## config.mk

```make
export PLATFORM = sky130hd
export DESIGN_NAME = sm83_alu_seq
export DESIGN_NICKNAME = d
export VERILOG_FILES = /design/src/rtl/sm83_alu_seq.sv
export SDC_FILE = /design/constraint.sdc
export NUM_CORES = 1
export LEC_CHECK = 0
export CAP_MARGIN = 25
export CORE_ASPECT_RATIO = 1.75
export CORE_MARGIN = 1
export CORE_UTILIZATION = 40
export CTS_CLUSTER_DIAMETER = 60
export DETAILED_ROUTE_END_ITERATION = 16
export PLACE_DENSITY = 0.6
export SYNTH_ARGS = -nofsm -noshare
export SYNTH_HDL_FRONTEND = slang
export SYNTH_SLANG_ARGS = --single-unit
```

## constraint.sdc

```tcl
create_clock -name clk -period 4.85 [get_ports clk]
set_input_delay 0.97 -clock clk [delete_from_list [all_inputs] [get_ports clk]]
set_output_delay 0.97 -clock clk [all_outputs]
set_load 0.005 [all_outputs]
```

## src/rtl/sm83_alu_seq.sv

```systemverilog
// sm83_alu_seq: multi-cycle SM83 ALU working on WIDTH-bit operands in
// SLICE-bit chunks, one chunk per clock, with carry/borrow chained between
// chunks and a true nibble half-carry taken at bit WIDTH-5 -> WIDTH-4.
// Optional build macro SM83_ALU_SEQ_FAST_LOGIC_EN: AND/OR/XOR and illegal
// ops finish in the accept cycle and go straight to DONE.
module sm83_alu_seq #(
   parameter int WIDTH = 16,
   parameter int SLICE = 8
) (
   input  logic             clk,
   input  logic             rst_n,
   input  logic             in_valid,
   output logic             in_ready,
   input  logic [3:0]       op,
   input  logic [WIDTH-1:0] op1,
   input  logic [WIDTH-1:0] op2,
   input  logic [3:0]       in_flags,
   input  logic             keep_z,
   output logic             out_valid,
   input  logic             out_ready,
   output logic [WIDTH-1:0] result,
   output logic [3:0]       out_flags
);
   localparam int N  = WIDTH / SLICE;
   localparam int CW = (N > 1) ? $clog2(N) : 1;

   localparam logic [3:0] OP_ADD = 4'd0, OP_ADC = 4'd1, OP_SUB = 4'd2, OP_SBC = 4'd3,
                          OP_AND = 4'd4, OP_XOR = 4'd5, OP_OR  = 4'd6, OP_CP  = 4'd7,
                          OP_INC = 4'd8, OP_DEC = 4'd9;

   localparam logic [1:0] S_IDLE = 2'd0, S_BUSY = 2'd1, S_DONE = 2'd2;

   logic [1:0]       state;
   logic [CW-1:0]    cnt;
   logic [3:0]       op_r;
   logic [WIDTH-1:0] a_r, b_r;
   logic [3:0]       flags_r;
   logic             keep_z_r, carry_r, nz_r;

   logic [WIDTH-1:0] b_init;
   logic             c_init;
   int               sl_base;
   logic [SLICE-1:0] a_sl, b_sl, res_sl;
   logic [SLICE:0]   sum_sl;
   logic             nz_sl, h_raw, z_fin;
   logic [3:0]       fin_flags;

   assign in_ready  = rst_n && (state == S_IDLE);
   assign out_valid = (state == S_DONE);

   // Second operand and carry-in as seen by the shared adder: subtracts use op1 + ~op2 + ~borrow
   always_comb begin
      b_init = op2;
      c_init = 1'b0;
      case (op)
         OP_ADC:        c_init = in_flags[0];
         OP_SUB, OP_CP: begin b_init = ~op2; c_init = 1'b1;         end
         OP_SBC:        begin b_init = ~op2; c_init = ~in_flags[0]; end
         OP_INC:        begin b_init = '0;   c_init = 1'b1;         end
         OP_DEC:        begin b_init = '1;   c_init = 1'b0;         end
         default:       ;
      endcase
   end

   // One slice of the datapath plus the final flag word produced on the last slice
   always_comb begin
      sl_base = int'(cnt) * SLICE;
      a_sl    = a_r[sl_base +: SLICE];
      b_sl    = b_r[sl_base +: SLICE];
      sum_sl  = {1'b0, a_sl} + {1'b0, b_sl} + {{SLICE{1'b0}}, carry_r};
      // carry into local bit SLICE-4 of the top slice is the half-carry position
      h_raw   = sum_sl[SLICE-4] ^ a_sl[SLICE-4] ^ b_sl[SLICE-4];
      case (op_r)
         OP_AND:  res_sl = a_sl & b_sl;
         OP_XOR:  res_sl = a_sl ^ b_sl;
         OP_OR:   res_sl = a_sl | b_sl;
         OP_ADD, OP_ADC, OP_SUB, OP_SBC, OP_INC, OP_DEC: res_sl = sum_sl[SLICE-1:0];
         default: res_sl = a_sl;
      endcase
      // CP reports z from the discarded difference, not from the returned op1
      nz_sl = (op_r == OP_CP) ? |sum_sl[SLICE-1:0] : |res_sl;
      z_fin = keep_z_r ? flags_r[3] : ~(nz_r | nz_sl);
      case (op_r)
         OP_ADD, OP_ADC:        fin_flags = {z_fin, 1'b0, h_raw, sum_sl[SLICE]};
         OP_SUB, OP_SBC, OP_CP: fin_flags = {z_fin, 1'b1, ~h_raw, ~sum_sl[SLICE]};
         OP_AND:                fin_flags = {z_fin, 1'b0, 1'b1, 1'b0};
         OP_XOR, OP_OR:         fin_flags = {z_fin, 1'b0, 1'b0, 1'b0};
         OP_INC:                fin_flags = {z_fin, 1'b0, h_raw, flags_r[0]};
         OP_DEC:                fin_flags = {z_fin, 1'b1, ~h_raw, flags_r[0]};
         default:               fin_flags = flags_r;
      endcase
   end

`ifdef SM83_ALU_SEQ_FAST_LOGIC_EN
   logic             is_fast;
   logic [WIDTH-1:0] fast_res;
   logic             fast_z;
   logic [3:0]       fast_flags;

   // Full-width logic result straight from the request for the single-cycle path
   always_comb begin
      is_fast  = (op == OP_AND) || (op == OP_XOR) || (op == OP_OR) || (op > OP_DEC);
      case (op)
         OP_AND:  fast_res = op1 & op2;
         OP_XOR:  fast_res = op1 ^ op2;
         OP_OR:   fast_res = op1 | op2;
         default: fast_res = op1;
      endcase
      fast_z = keep_z ? in_flags[3] : (fast_res == '0);
      case (op)
         OP_AND:        fast_flags = {fast_z, 3'b010};
         OP_XOR, OP_OR: fast_flags = {fast_z, 3'b000};
         default:       fast_flags = in_flags;
      endcase
   end
`endif

   // Request capture and running carry / nonzero accumulation
   always_ff @(posedge clk) begin
      if (state == S_IDLE && in_valid) begin
         op_r     <= op;
         a_r      <= op1;
         b_r      <= b_init;
         flags_r  <= in_flags;
         keep_z_r <= keep_z;
         carry_r  <= c_init;
         nz_r     <= 1'b0;
      end else if (state == S_BUSY) begin
         carry_r  <= sum_sl[SLICE];
         nz_r     <= nz_r | nz_sl;
      end
   end

   // Control FSM, slice counter and registered outputs
   always_ff @(posedge clk or negedge rst_n) begin
      if (!rst_n) begin
         state     <= S_IDLE;
         cnt       <= '0;
         result    <= '0;
         out_flags <= '0;
      end else begin
         case (state)
            S_IDLE: begin
               if (in_valid) begin
                  cnt <= '0;
`ifdef SM83_ALU_SEQ_FAST_LOGIC_EN
                  if (is_fast) begin
                     result    <= fast_res;
                     out_flags <= fast_flags;
                     state     <= S_DONE;
                  end else begin
                     state <= S_BUSY;
                  end
`else
                  state <= S_BUSY;
`endif
               end
            end
            S_BUSY: begin
               result[sl_base +: SLICE] <= res_sl;
               if (cnt == CW'(N - 1)) begin
                  out_flags <= fin_flags;
                  cnt       <= '0;
                  state     <= S_DONE;
               end else begin
                  cnt <= cnt + 1'b1;
               end
            end
            S_DONE: begin
               if (out_ready) state <= S_IDLE;
            end
            default: state <= S_IDLE;
         endcase
      end
   end
endmodule

```

==> summary.txt <==
Worst setup path
  – Critical path data required time: between 5 and 6 ns
  – Crit Path Category: register to register
  – Critical path launch point type: register
  – Crit-path max FO: 4
  – Crit end category: register
  – CP arrival: around 3.8 ns

Yosys
  – Post-synth EDFFs: 42
  – Syn nets: around 440
  – Async set or reset register ratio after synthesis: between 30% and 40%
  – Ranking of synthesized cells by area: edfxtp_1 (33%), dfrtp_1 (15%), o21ai_0 (6.0%)
  – Simple-Gate Fraction of Synth Area: roughly an eighth
  – Commonest register cell after synthesis: edfxtp_1
  – Area leader, netlist: edfxtp_1
  – Register bit total from synthesis: 66
  – Synth cell types: between 50 and 60
  – Main combinational cell family by area after synthesis: compound AO/OA/AOI/OAI gates
  – Cell with the most instances after synthesis: o21ai_0
  – Mux cell area share after synthesis: 5.49%
  – Post-synthesis compound-gate area fraction: roughly a fifth
  – Ys Warns: 0
  – Commonest cells post-synth: o21ai_0 (45), edfxtp_1 (42), nor2_1 (38)
  – Post-synthesis adder-cell area fraction: between 6 and 7%
  – Post-synth top area share: between 30% and 40%
  – Register area share after synthesis: between 40 and 50%
  – Syn avg cell area: between 10 and 15 sq um
  – Post-synthesis cell count: 372
  – Mapped Area: roughly 3800 sq um
  – Synth Area in XOR/XNOR: 1.62%

Placed design
  – Place WS: between 1 and 1.5 ns
  – Placer's final routability congestion estimate: about 0.86
  – Post-DP HPWL: 6410 um
  – Placed inst area: about 4500 sq um
  – IO Port Bufs: 66

Routing
  – Detailed Routing Iterations Pass 1: 4
  – Detailed Route Iter0 Violations: approximately 190
  – Post-Route WL: 8440 um
  – ANT nets after route: 0
  – DRC violations left: 0
  – Via-per-instance ratio: approximately 5.4
  – Via count: between 3000 and 4000
  – Drt wl/cell: approximately 15 um

Global route
  – Met1 usage in global routing: between 10% and 20%
  – First-pass GRT wire length: approximately 14000 um
  – Number of global-route vias before repair: just under 3000
  – GRT busiest layer: met2
  – GRT Resource Usage Total: a little under a fifth
  – Global Route met2 Usage: between 30% and 40%
  – Initial antenna violation count: 0
  – GR Overflow Total: 0
  – Met3 usage: under 10%
  – Largest net degree at the start of global routing: 44

Final layout
  – Ratio of cells with drive above 1 in the final layout: between 5 and 6%
  – Sequential Area: ~1900 sq um
  – Layout area overhead: 27.1%
  – Final instance area: between 4000 and 5000 sq um
  – N_diodes: 0
  – # fillers: 828
  – Core Util, Final: about 53%
  – Multi-input logic area: about 1800 sq um
  – Final net count: approximately 500

CTS
  – Post-CTS Setup Bufs: 0
  – CTS Buf Count: 9
  – CTS tree: done
  – H-tree levels: 3
  – Skew-Pair Late Insertion Delay: 0.33 ns
  – Clk buf depth: 2
  – Sink Count: 66
  – Clk pin slew, worst setup/hold paths: about 0.05 ns
  – Clock root buffer: clkbuf_16
  – Resized Gates After CTS: 0
  – Cts hold-fix bufs: 0

Timing
  – Final period utilization: 73.9%
  – # setup viols final: 0
  – Setup slack after layout: 1.27 ns
  – Final min period: between 3 and 4 ns
  – Max Slew Vio Count: 0
  – Setup Skew: between 0.007 and 0.008 ns
  – Fin. Hold Viols: 0
  – Total negative setup slack: 0 ns
  – Worst-Margin Slew: about 0.8 ns
  – Fmax: approximately 280 MHz
  – Normalized max-slew margin: a little under half
  – RSZ-0062 raised after global routing: no

Power
  – PwrDens: 614 nW/um^2
  – Overall Power: approximately 3000 uW
  – P_leak: around 0.0019 uW
  – VDD IR max: 321 uV

Flow run
  – Max-Cap Viols: 0

Die
  – Die outline area: between 9000 and 10000 sq um
  – Die Ht: 131 um
  – Ports: 67
  – Initial Utilization: approximately two fifths
  – Die width: between 70 and 80 um
  – Core area: about 9200 sq um
  – Row count: between 40 and 50

Worst hold path
  – Min-Delay Path Class: register to register

Outcome
  – Status: complete, no violations
cells in the final DEF (no fill, tap or decap), types with 4 or more instances in the layout:
master            n
a221oi_1         19
inv_1            23
nor2_1           38
nand2_1          27
dfrtp_1          23
o21ai_0          45
ha_1             16
nand3_1           5
o22ai_1           4
clkbuf_16         9
xnor2_1           4
a21o_1            7
clkdlybuf4s50_1  66
edfxtp_1         42
nand2b_1          6
a21oi_1          14
nor2b_1           5
mux2i_1          17
buf_4             5
report_power, final:
part           internal [uW]  switching (uW)
combinational            668             797
sequential               815             118
clock                    341             214
total                   1820            1130
sequential cells by signal, indices dropped and copies added, names as in the netlist:
register   cells
flags_r        4
a_r           16
nz_r           1
out_flags      4
state          2
keep_z_r       1
result        16
op_r           4
carry_r        1
b_r           16
cnt            1
final cells by class:
| type | count | share of cell area, % |
|---|---|---|
| Clock buffer | 12 | 4.92 |
| Timing Repair Buffer | 71 | 14.5 |
| Sequential cell | 66 | 38.6 |
| Inverter | 24 | 1.87 |
| Tap cell | 120 | 3.12 |
| Clock inverter | 4 | 0.390 |
| Multi-Input combinational cell | 263 | 36.6 |
worst max-delay path, stage by stage, from the launching register on:
cell and delay (ns):
dfrtp_1 0.41, mux2i_1 0.37, inv_1 0.14, fa_1 0.45
inv_1 0.09, fa_1 0.26, nor2b_1 0.09, o221a_2 0.27
o21ai_1 0.12, or3b_1 0.37, a31oi_1 0.30, and4b_1 0.29
a311oi_1 0.10, o22a_1 0.20
cells by family after synthesis:
group | after synthesis
AOI/OAI and AO/OA | 117
xor gates and xnor gates | 7
adders and majority gates | 18
buffers and inverters | 43
DFF | 66
muxes | 20
and+or+nand+nor | 101
path summary, 6_finish.rpt:
path | start | end | slack, ns | depth (start not counted)
worst max-delay path | cnt$_DFFE_PN0P_ | nz_r$_SDFFE_PP0P_ | 1.27 | 13
worst min register to register | result[12]$_DFFE_PN0P_ | result[12]$_DFFE_PN0P_ | 0.47 | 2
worst min-delay path | result[12]$_DFFE_PN0P_ | result[12]$_DFFE_PN0P_ | 0.47 | 2
max in group asynchronous | rst_n | state[0]$_DFFE_PN0P_ | 3.63 | 2
worst max register to register | cnt$_DFFE_PN0P_ | nz_r$_SDFFE_PP0P_ | 1.27 | 13
min in group asynchronous | rst_n | cnt$_DFFE_PN0P_ | 0.99 | 2
per-layer routing:
layer / up-vias / wire (um)
li1: 1504 / -
met5: - / 0
met2: 90 / 4730
met3: 17 / 337
met1: 1415 / 3070
met4: 0 / 299
through the flow:
stage | std cells | hold slack, ns
6_report | 560 | 0.472
5_1_grt | 560 | 0.500
4_1_cts | 559 | 0.481
3_5_place_dp | 543 | 0.470
3_3_place_gp | 543 | 0.460
2_1_floorplan | 372 | 0.453
(Power assumes the default switching activity.)
